===== config.mk =====
export PLATFORM = sky130hd
export DESIGN_NAME = uart_sha_host_flat
export DESIGN_NICKNAME = d
export VERILOG_FILES = /design/src/rtl/uart_sha_host_if.sv /design/src/rtl/uart_sha_host.sv /design/src/flat_wrapper.sv
export SDC_FILE = /design/constraint.sdc
export NUM_CORES = 2
export LEC_CHECK = 0
export CAP_MARGIN = 20
export CORE_AREA = 2 2 283 285
export CTS_BUF_LIST = sky130_fd_sc_hd__clkbuf_8
export DETAILED_ROUTE_END_ITERATION = 12
export DIE_AREA = 0 0 285 287
export PLACE_DENSITY = 0.74
export SLEW_MARGIN = 20
export SYNTH_ARGS = -nofsm -noshare
export SYNTH_HDL_FRONTEND = slang
export SYNTH_SLANG_ARGS = --single-unit

===== constraint.sdc =====
create_clock -name clk -period 2.61 [get_ports clk]
set_input_delay 0.3915 -clock clk [delete_from_list [all_inputs] [get_ports clk]]
set_output_delay 0.3915 -clock clk [all_outputs]
set_load 0.02 [all_outputs]

===== src/rtl/uart_sha_host_if.sv =====
// Job, UART byte and result signals shared by the UART SHA host and the block that drives it.
interface uart_sha_host_if;
    logic         job_valid;
    logic         job_ready;
    logic [95:0]  job_header;
    logic [255:0] job_state;
    logic [255:0] job_target;
    logic [31:0]  job_nonce_base;
    logic [31:0]  job_position;
    logic         abort;
    logic [7:0]   tx_data;
    logic         tx_valid;
    logic         tx_ready;
    logic [7:0]   rx_data;
    logic         rx_valid;
    logic         res_valid;
    logic         res_found;
    logic [31:0]  res_nonce;
    logic [1:0]   res_err;
    logic         busy;

    modport slave (
        input  job_valid, job_header, job_state, job_target, job_nonce_base, job_position,
        input  abort, tx_ready, rx_data, rx_valid,
        output job_ready, tx_data, tx_valid, res_valid, res_found, res_nonce, res_err, busy
    );

    modport master (
        output job_valid, job_header, job_state, job_target, job_nonce_base, job_position,
        output abort, tx_ready, rx_data, rx_valid,
        input  job_ready, tx_data, tx_valid, res_valid, res_found, res_nonce, res_err, busy
    );
endinterface


===== src/rtl/uart_sha_host.sv =====
// Host-side UART SHA job initiator: serialises one job to the farm over a byte
// stream and parses the farm's handshake, result and nonce replies.
module uart_sha_host #(
    parameter int unsigned TIMEOUT_CYCLES      = 10_000_000,
    parameter int unsigned HASH_TIMEOUT_CYCLES = 0
) (
    input  logic           clk,
    input  logic           rstn,
    uart_sha_host_if.slave host_if
);
    typedef enum logic [3:0] {
        S_IDLE, S_SEND_HELLO, S_WAIT_ACK, S_SEND_JOB, S_WAIT_START,
        S_WAIT_RESULT, S_RECV_NONCE, S_SEND_RESET, S_WAIT_RESET
    } state_e;

    localparam logic [7:0]  CH_H  = 8'h48;
    localparam logic [7:0]  CH_1  = 8'h31;
    localparam logic [7:0]  CH_S  = 8'h53;
    localparam logic [7:0]  CH_Y  = 8'h59;
    localparam logic [7:0]  CH_N  = 8'h4E;
    localparam logic [7:0]  CH_R  = 8'h52;
    localparam logic [7:0]  CH_O  = 8'h4F;
    localparam logic [7:0]  CH_EU = 8'h45;
    localparam logic [7:0]  CH_EL = 8'h65;
    localparam logic [6:0]  LAST_JOB_BYTE = 7'd83;
    localparam logic [31:0] TO_LAST   = 32'(TIMEOUT_CYCLES - 1);
    localparam logic [31:0] HASH_LAST = 32'(HASH_TIMEOUT_CYCLES - 1);

    state_e       state_q;
    logic [671:0] job_q;
    logic [6:0]   cnt_q;
    logic [31:0]  wait_q;
    logic [7:0]   tx_data_q;
    logic         tx_valid_q;
    logic         res_valid_q;
    logic         res_found_q;
    logic         found_acc_q;
    logic [23:0]  nonce_acc_q;
    logic [31:0]  res_nonce_q;
    logic [1:0]   res_err_q;

    logic tx_fire, waiting, rx_ok, timed_out, bad_byte, abort_hit;

    function automatic logic [1:0] err_code(input logic [7:0] b);
        return ((b == CH_EU) || (b == CH_EL)) ? 2'd3 : 2'd1;
    endfunction

    always_comb begin
        tx_fire   = tx_valid_q & host_if.tx_ready;
        waiting   = state_q inside {S_WAIT_ACK, S_WAIT_START, S_WAIT_RESULT, S_RECV_NONCE, S_WAIT_RESET};
        rx_ok     = 1'b1;
        unique case (state_q)
            S_WAIT_ACK:    rx_ok = (host_if.rx_data == CH_1);
            S_WAIT_START:  rx_ok = (host_if.rx_data == CH_S);
            S_WAIT_RESULT: rx_ok = (host_if.rx_data == CH_Y) || (host_if.rx_data == CH_N);
            default:       rx_ok = 1'b1;
        endcase
        // The hash wait has its own, optionally disabled, limit.
        if (state_q == S_WAIT_RESULT)
            timed_out = (HASH_TIMEOUT_CYCLES != 0) && (wait_q == HASH_LAST);
        else
            timed_out = waiting && (wait_q == TO_LAST);
        bad_byte  = host_if.rx_valid && !rx_ok;
        abort_hit = host_if.abort && !(state_q inside {S_IDLE, S_SEND_RESET, S_WAIT_RESET});
    end

    always_ff @(posedge clk or negedge rstn) begin
        if (!rstn) begin
            state_q     <= S_IDLE;
            job_q       <= '0;
            cnt_q       <= '0;
            wait_q      <= '0;
            tx_data_q   <= '0;
            tx_valid_q  <= 1'b0;
            res_valid_q <= 1'b0;
            res_found_q <= 1'b0;
            found_acc_q <= 1'b0;
            nonce_acc_q <= '0;
            res_nonce_q <= '0;
            res_err_q   <= '0;
        end else begin
            res_valid_q <= 1'b0;
            // Non-waiting states hold the counter at zero, so every wait starts fresh.
            wait_q      <= (waiting && !host_if.rx_valid) ? wait_q + 32'd1 : '0;
            if (abort_hit) begin
                tx_valid_q <= 1'b0;
                state_q    <= S_SEND_RESET;
            end else if (bad_byte) begin
                res_valid_q <= 1'b1;
                res_found_q <= 1'b0;
                res_err_q   <= err_code(host_if.rx_data);
                state_q     <= S_SEND_RESET;
            end else if (timed_out && !host_if.rx_valid) begin
                res_valid_q <= 1'b1;
                res_found_q <= 1'b0;
                res_err_q   <= 2'd2;
                state_q     <= S_IDLE;
            end else begin
                unique case (state_q)
                    S_IDLE: begin
                        if (host_if.job_valid) begin
                            job_q      <= {host_if.job_position, host_if.job_nonce_base, host_if.job_target,
                                           host_if.job_state, host_if.job_header};
                            tx_data_q  <= CH_H;
                            tx_valid_q <= 1'b1;
                            state_q    <= S_SEND_HELLO;
                        end else if (host_if.abort) begin
                            state_q <= S_SEND_RESET;
                        end
                    end
                    S_SEND_HELLO: begin
                        if (tx_fire) begin
                            tx_valid_q <= 1'b0;
                            state_q    <= S_WAIT_ACK;
                        end
                    end
                    S_WAIT_ACK: begin
                        if (host_if.rx_valid) begin
                            tx_data_q  <= job_q[7:0];
                            tx_valid_q <= 1'b1;
                            cnt_q      <= '0;
                            state_q    <= S_SEND_JOB;
                        end
                    end
                    S_SEND_JOB: begin
                        if (tx_fire) begin
                            if (cnt_q == LAST_JOB_BYTE) begin
                                tx_valid_q <= 1'b0;
                                state_q    <= S_WAIT_START;
                            end else begin
                                job_q     <= {8'h00, job_q[671:8]};
                                tx_data_q <= job_q[15:8];
                                cnt_q     <= cnt_q + 7'd1;
                            end
                        end
                    end
                    S_WAIT_START: begin
                        if (host_if.rx_valid) state_q <= S_WAIT_RESULT;
                    end
                    S_WAIT_RESULT: begin
                        if (host_if.rx_valid) begin
                            found_acc_q <= (host_if.rx_data == CH_Y);
                            cnt_q       <= '0;
                            state_q     <= S_RECV_NONCE;
                        end
                    end
                    S_RECV_NONCE: begin
                        // Nonce arrives LSB first; the result registers only change on completion.
                        if (host_if.rx_valid) begin
                            if (cnt_q == 7'd3) begin
                                res_valid_q <= 1'b1;
                                res_found_q <= found_acc_q;
                                res_nonce_q <= {host_if.rx_data, nonce_acc_q};
                                res_err_q   <= 2'd0;
                                state_q     <= S_IDLE;
                            end else begin
                                nonce_acc_q <= {host_if.rx_data, nonce_acc_q[23:8]};
                                cnt_q       <= cnt_q + 7'd1;
                            end
                        end
                    end
                    S_SEND_RESET: begin
                        if (!tx_valid_q) begin
                            tx_data_q  <= CH_R;
                            tx_valid_q <= 1'b1;
                        end else if (tx_fire) begin
                            tx_valid_q <= 1'b0;
                            state_q    <= S_WAIT_RESET;
                        end
                    end
                    S_WAIT_RESET: begin
                        if (host_if.rx_valid && (host_if.rx_data == CH_O)) state_q <= S_IDLE;
                    end
                    default: state_q <= S_IDLE;
                endcase
            end
        end
    end

    assign host_if.job_ready = (state_q == S_IDLE);
    assign host_if.busy      = (state_q != S_IDLE);
    assign host_if.tx_data   = tx_data_q;
    assign host_if.tx_valid  = tx_valid_q;
    assign host_if.res_valid = res_valid_q;
    assign host_if.res_found = res_found_q;
    assign host_if.res_nonce = res_nonce_q;
    assign host_if.res_err   = res_err_q;
endmodule


===== src/flat_wrapper.sv =====
// flat-port wrapper written by rule: the top's interface ports become plain ports
module uart_sha_host_flat 
#(
    parameter int unsigned TIMEOUT_CYCLES      = 10_000_000,
    parameter int unsigned HASH_TIMEOUT_CYCLES = 0
)
  (clk, rstn, host_if_job_valid, host_if_job_header, host_if_job_state, host_if_job_target, host_if_job_nonce_base, host_if_job_position, host_if_abort, host_if_tx_ready, host_if_rx_data, host_if_rx_valid, host_if_job_ready, host_if_tx_data, host_if_tx_valid, host_if_res_valid, host_if_res_found, host_if_res_nonce, host_if_res_err, host_if_busy);
  uart_sha_host_if host_if_i ();
  input  logic clk;
  input  logic rstn;
  input wire logic [$bits(host_if_i.job_valid)-1:0] host_if_job_valid;
  input wire logic [$bits(host_if_i.job_header)-1:0] host_if_job_header;
  input wire logic [$bits(host_if_i.job_state)-1:0] host_if_job_state;
  input wire logic [$bits(host_if_i.job_target)-1:0] host_if_job_target;
  input wire logic [$bits(host_if_i.job_nonce_base)-1:0] host_if_job_nonce_base;
  input wire logic [$bits(host_if_i.job_position)-1:0] host_if_job_position;
  input wire logic [$bits(host_if_i.abort)-1:0] host_if_abort;
  input wire logic [$bits(host_if_i.tx_ready)-1:0] host_if_tx_ready;
  input wire logic [$bits(host_if_i.rx_data)-1:0] host_if_rx_data;
  input wire logic [$bits(host_if_i.rx_valid)-1:0] host_if_rx_valid;
  output wire logic [$bits(host_if_i.job_ready)-1:0] host_if_job_ready;
  output wire logic [$bits(host_if_i.tx_data)-1:0] host_if_tx_data;
  output wire logic [$bits(host_if_i.tx_valid)-1:0] host_if_tx_valid;
  output wire logic [$bits(host_if_i.res_valid)-1:0] host_if_res_valid;
  output wire logic [$bits(host_if_i.res_found)-1:0] host_if_res_found;
  output wire logic [$bits(host_if_i.res_nonce)-1:0] host_if_res_nonce;
  output wire logic [$bits(host_if_i.res_err)-1:0] host_if_res_err;
  output wire logic [$bits(host_if_i.busy)-1:0] host_if_busy;
  assign host_if_i.job_valid = host_if_job_valid;
  assign host_if_i.job_header = host_if_job_header;
  assign host_if_i.job_state = host_if_job_state;
  assign host_if_i.job_target = host_if_job_target;
  assign host_if_i.job_nonce_base = host_if_job_nonce_base;
  assign host_if_i.job_position = host_if_job_position;
  assign host_if_i.abort = host_if_abort;
  assign host_if_i.tx_ready = host_if_tx_ready;
  assign host_if_i.rx_data = host_if_rx_data;
  assign host_if_i.rx_valid = host_if_rx_valid;
  assign host_if_job_ready = host_if_i.job_ready;
  assign host_if_tx_data = host_if_i.tx_data;
  assign host_if_tx_valid = host_if_i.tx_valid;
  assign host_if_res_valid = host_if_i.res_valid;
  assign host_if_res_found = host_if_i.res_found;
  assign host_if_res_nonce = host_if_i.res_nonce;
  assign host_if_res_err = host_if_i.res_err;
  assign host_if_busy = host_if_i.busy;
  uart_sha_host #(.TIMEOUT_CYCLES(TIMEOUT_CYCLES), .HASH_TIMEOUT_CYCLES(HASH_TIMEOUT_CYCLES)) u_core (.clk(clk), .rstn(rstn), .host_if(host_if_i));
endmodule

==> results.ini <==
[run_status]
outcome=complete, no violations

[finish]
drive_gt1_share_pct=9.90
syn2layout_area_growth_pct=36.2
final_util_pct=61.3
final_cell_area_um2=48200
final_nets=5609
fin_cells=6081

[global_route]
antenna_found_initial=35
grt-ovfl-total=0
grt_pass1_wl_um=177000
grt_usage_pct=27.6
grt_start_max_net_pins=122
grt_pass1_vias=32000

[hold_path]
min_path_type=input port to flip-flop
hold_start=host_if_job_target[251]
holdPathEnd=u_core.job_q[603]
holdPathStages=3

[clock_tree]
clockBufferDepth=3
clk_latency_ns=0.77
tritoncts=yes
cts_root_buf=clkbuf_8
clk_pin_slew_ns=0.07
h-tree-depth=4
numCtsBuffers=135
cts.sinks=785

[setup_path]
regToRegStartpoint=u_core.state_q[3]
r2r_cells=11
r2r_setup_slack_ns=0.05
crit_fanout=20
rr_endpoint=u_core.job_q[261]
startpoint_type=flip-flop
worstSetupEndpointType=flip-flop
required_ns=3.28
path_class=flip-flop to flip-flop
arrival_ns=3.22

[timing]
timing.hold.ws_ns=0.179
fin_skew_ns=0.0388
hold_viol_final=0
finalCritPeriodShare_pct=97.9
max_freq_mhz=391
slew_headroom_pct=50.7
finalSetupTns_ns=0
setup_violations=0
min_period_ns=2.56
drv_slew=0
rsz0062_at_grt=yes
worst_pin_slew_ns=0.734
layout_setup_ws_ns=0.0549

[yosys]
ys.flop_type=dfrtp_1
synth-edff-count=0
async_flop_share_pct=100
syn_area_per_cell_um2=8.52
yosysUniqueCellTypes=67
postSynthCellCount=4155
yosys-top-cells-area=dfrtp_1, nand2_1, a31oi_1
syn_area_um2=35400
synth_top_cell_by_area=dfrtp_1
synth_top_area_share_pct=55.5
ys_warn_count=0
yosysSeqAreaShare_pct=55.5
yosys_register_bits=785
synth_fp_nets=4843

[place]
io_buffers=732
place_inst=5809
gp_congestion=0.947
pre_cts_ws_ns=-0.478
place_area_um2=44900
dp_hpwl_um=84900

[power]
p_leak_nw=21.2
p_total_mw=49.8
ir_drop_mv=0.509
power.density_nw_per_um2=1030

[die]
dieArea_um2=81800
rows=103
core_area_um2=78600
num_io_pins=733
chipHeight_um=287
die_w_um=285
start_util_pct=45.0

[detailed_routing]
drtIter0Drc=2850
vias=33100
antenna_left=0
drt_pass1_iterations=6
drc=0
detail_route.wl_per_cell_um=19.3
drt_wl_total_um=117000
viasPerCell=5.44

[flow_run]
drv_cap=0

-- cell usage after synthesis, drive strengths merged, types with 12 or more instances --
cell type and n:
nand2 1374, nand3 33, a31oi 664, buf 130, xor2 17, o21ai 29, a21oi 16, mux2 66
nor2 704, dfrtp 785, and3 12, clkbuf 190, nor3 20
-- cell usage in the layout (no fill, tap or decap), types with 3 or more instances in the layout --
| master | n |
|---|---|
| a21oi_1 | 16 |
| or3_1 | 4 |
| a31oi_1 | 664 |
| buf_12 | 48 |
| inv_8 | 3 |
| clkinvlp_4 | 3 |
| o21ai_0 | 28 |
| mux2i_1 | 4 |
| buf_16 | 13 |
| nor2_1 | 703 |
| or4bb_1 | 3 |
| nand2_1 | 1372 |
| buf_6 | 23 |
| buf_4 | 122 |
| clkinv_2 | 8 |
| diode_2 | 21 |
| nor3_1 | 18 |
| clkbuf_16 | 10 |
| inv_1 | 48 |
| mux2_4 | 20 |
| clkdlybuf4s50_1 | 729 |
| nor4b_1 | 5 |
| nand4_1 | 11 |
| nand3_1 | 33 |
| nor4_1 | 5 |
| and4_1 | 4 |
| clkbuf_8 | 172 |
| nor2b_1 | 4 |
| and3_1 | 11 |
| xor2_1 | 17 |
| and2_1 | 3 |
| mux2_2 | 44 |
| xnor2_1 | 10 |
| o31ai_1 | 3 |
| nand2b_1 | 3 |
| dfrtp_1 | 783 |
-- layer usage --
layer / part of all wire [%] / vias up / routed length [µm] / global-route usage [%]
li1: - / 15600 / - / -
met1: 40 / 15900 / 47200 / 34.8
met2: 48 / 1317 / 56400 / 45.0
met3: 7.6 / 280 / 8930 / 6.73
met4: 4.0 / 28 / 4710 / 12.8
met5: 0.18 / - / 210 / 0
-- cell type report --
type                       count  area (µm²)
clock buffer                 172        2370
tap                         1050        1310
antenna                       21        52.6
sequential                   785       19600
timing repair buffer         949       10100
inverter                      10        40.0
multi-input combinational   3040       14400
fill                        6640       30400
clock inverter                54         251
-- worst max-delay path, cell delays in order, from the launching register on --
cell and delay, ns:
dfrtp_1 0.42, buf_6 0.16, or4_4 0.53, inv_4 0.09
nand2_2 0.07, o21ai_2 0.10, o311a_4 0.26, buf_12 0.18
buf_4 0.21, buf_12 0.17, nor2_1 0.05, a31oi_1 0.19
-- worst max-delay path by stage --
stage,slack (ns),startpoint,cells past startpoint,endpoint
final,0.05,u_core.state_q[3],11,u_core.job_q[261]
after global routing,-0.02,u_core.state_q[1],11,u_core.job_q[87]
after CTS,-0.02,u_core.state_q[1],5,host_if_job_ready
after detailed placement,-0.48,host_if_rx_data[2],8,u_core.nonce_acc_q[8]
after global placement,-0.42,host_if_rx_data[5],8,u_core.nonce_acc_q[5]
after floorplan,0.12,u_core.state_q[1],11,u_core.job_q[495]
-- kinds of logic (layout without fill, tap and decap cells) --
logic type / count (synthesis) / count (layout) / share of synthesized area, %
compound gates: 738 / 738 / 13.1
xor+xnor: 27 / 27 / 0.668
fa+ha+maj: 2 / 2 / 0.0707
buf+inv: 330 / 1185 / 3.96
flops: 785 / 785 / 55.5
mux: 70 / 70 / 2.42
other cells: 0 / 21 / 0
simple gates: 2203 / 2203 / 24.3
-- timing repair --
action                                  4_1_cts  5_1_grt
gates resized for setup                      15       51
buffers inserted                              6        8
endpoints found under the setup margin      324      613
pin swaps                                     1        2
hold buffers                                  1        0
endpoints found under the hold margin       149        0
cloned                                        0       10
-- flip-flops by register name, summed over array words and instances, names as in the netlist, 2 cells and up --
signal and flops:
u_core.job_q 672, u_core.host_if.res_nonce 32, u_core.wait_q 32, u_core.nonce_acc_q 24
u_core.host_if.tx_data 8, u_core.cnt_q 7, u_core.state_q 4, u_core.host_if.res_err 2
-- report_power, final --
group,switching (mW),internal (mW),total (mW),leakage [nW]
Combinational,9.65,7.66,17.3,10.3
Sequential,3.59,18.0,21.6,9.37
Clock,5.05,5.88,10.9,1.50
Power figures use the tool's default switching activity.
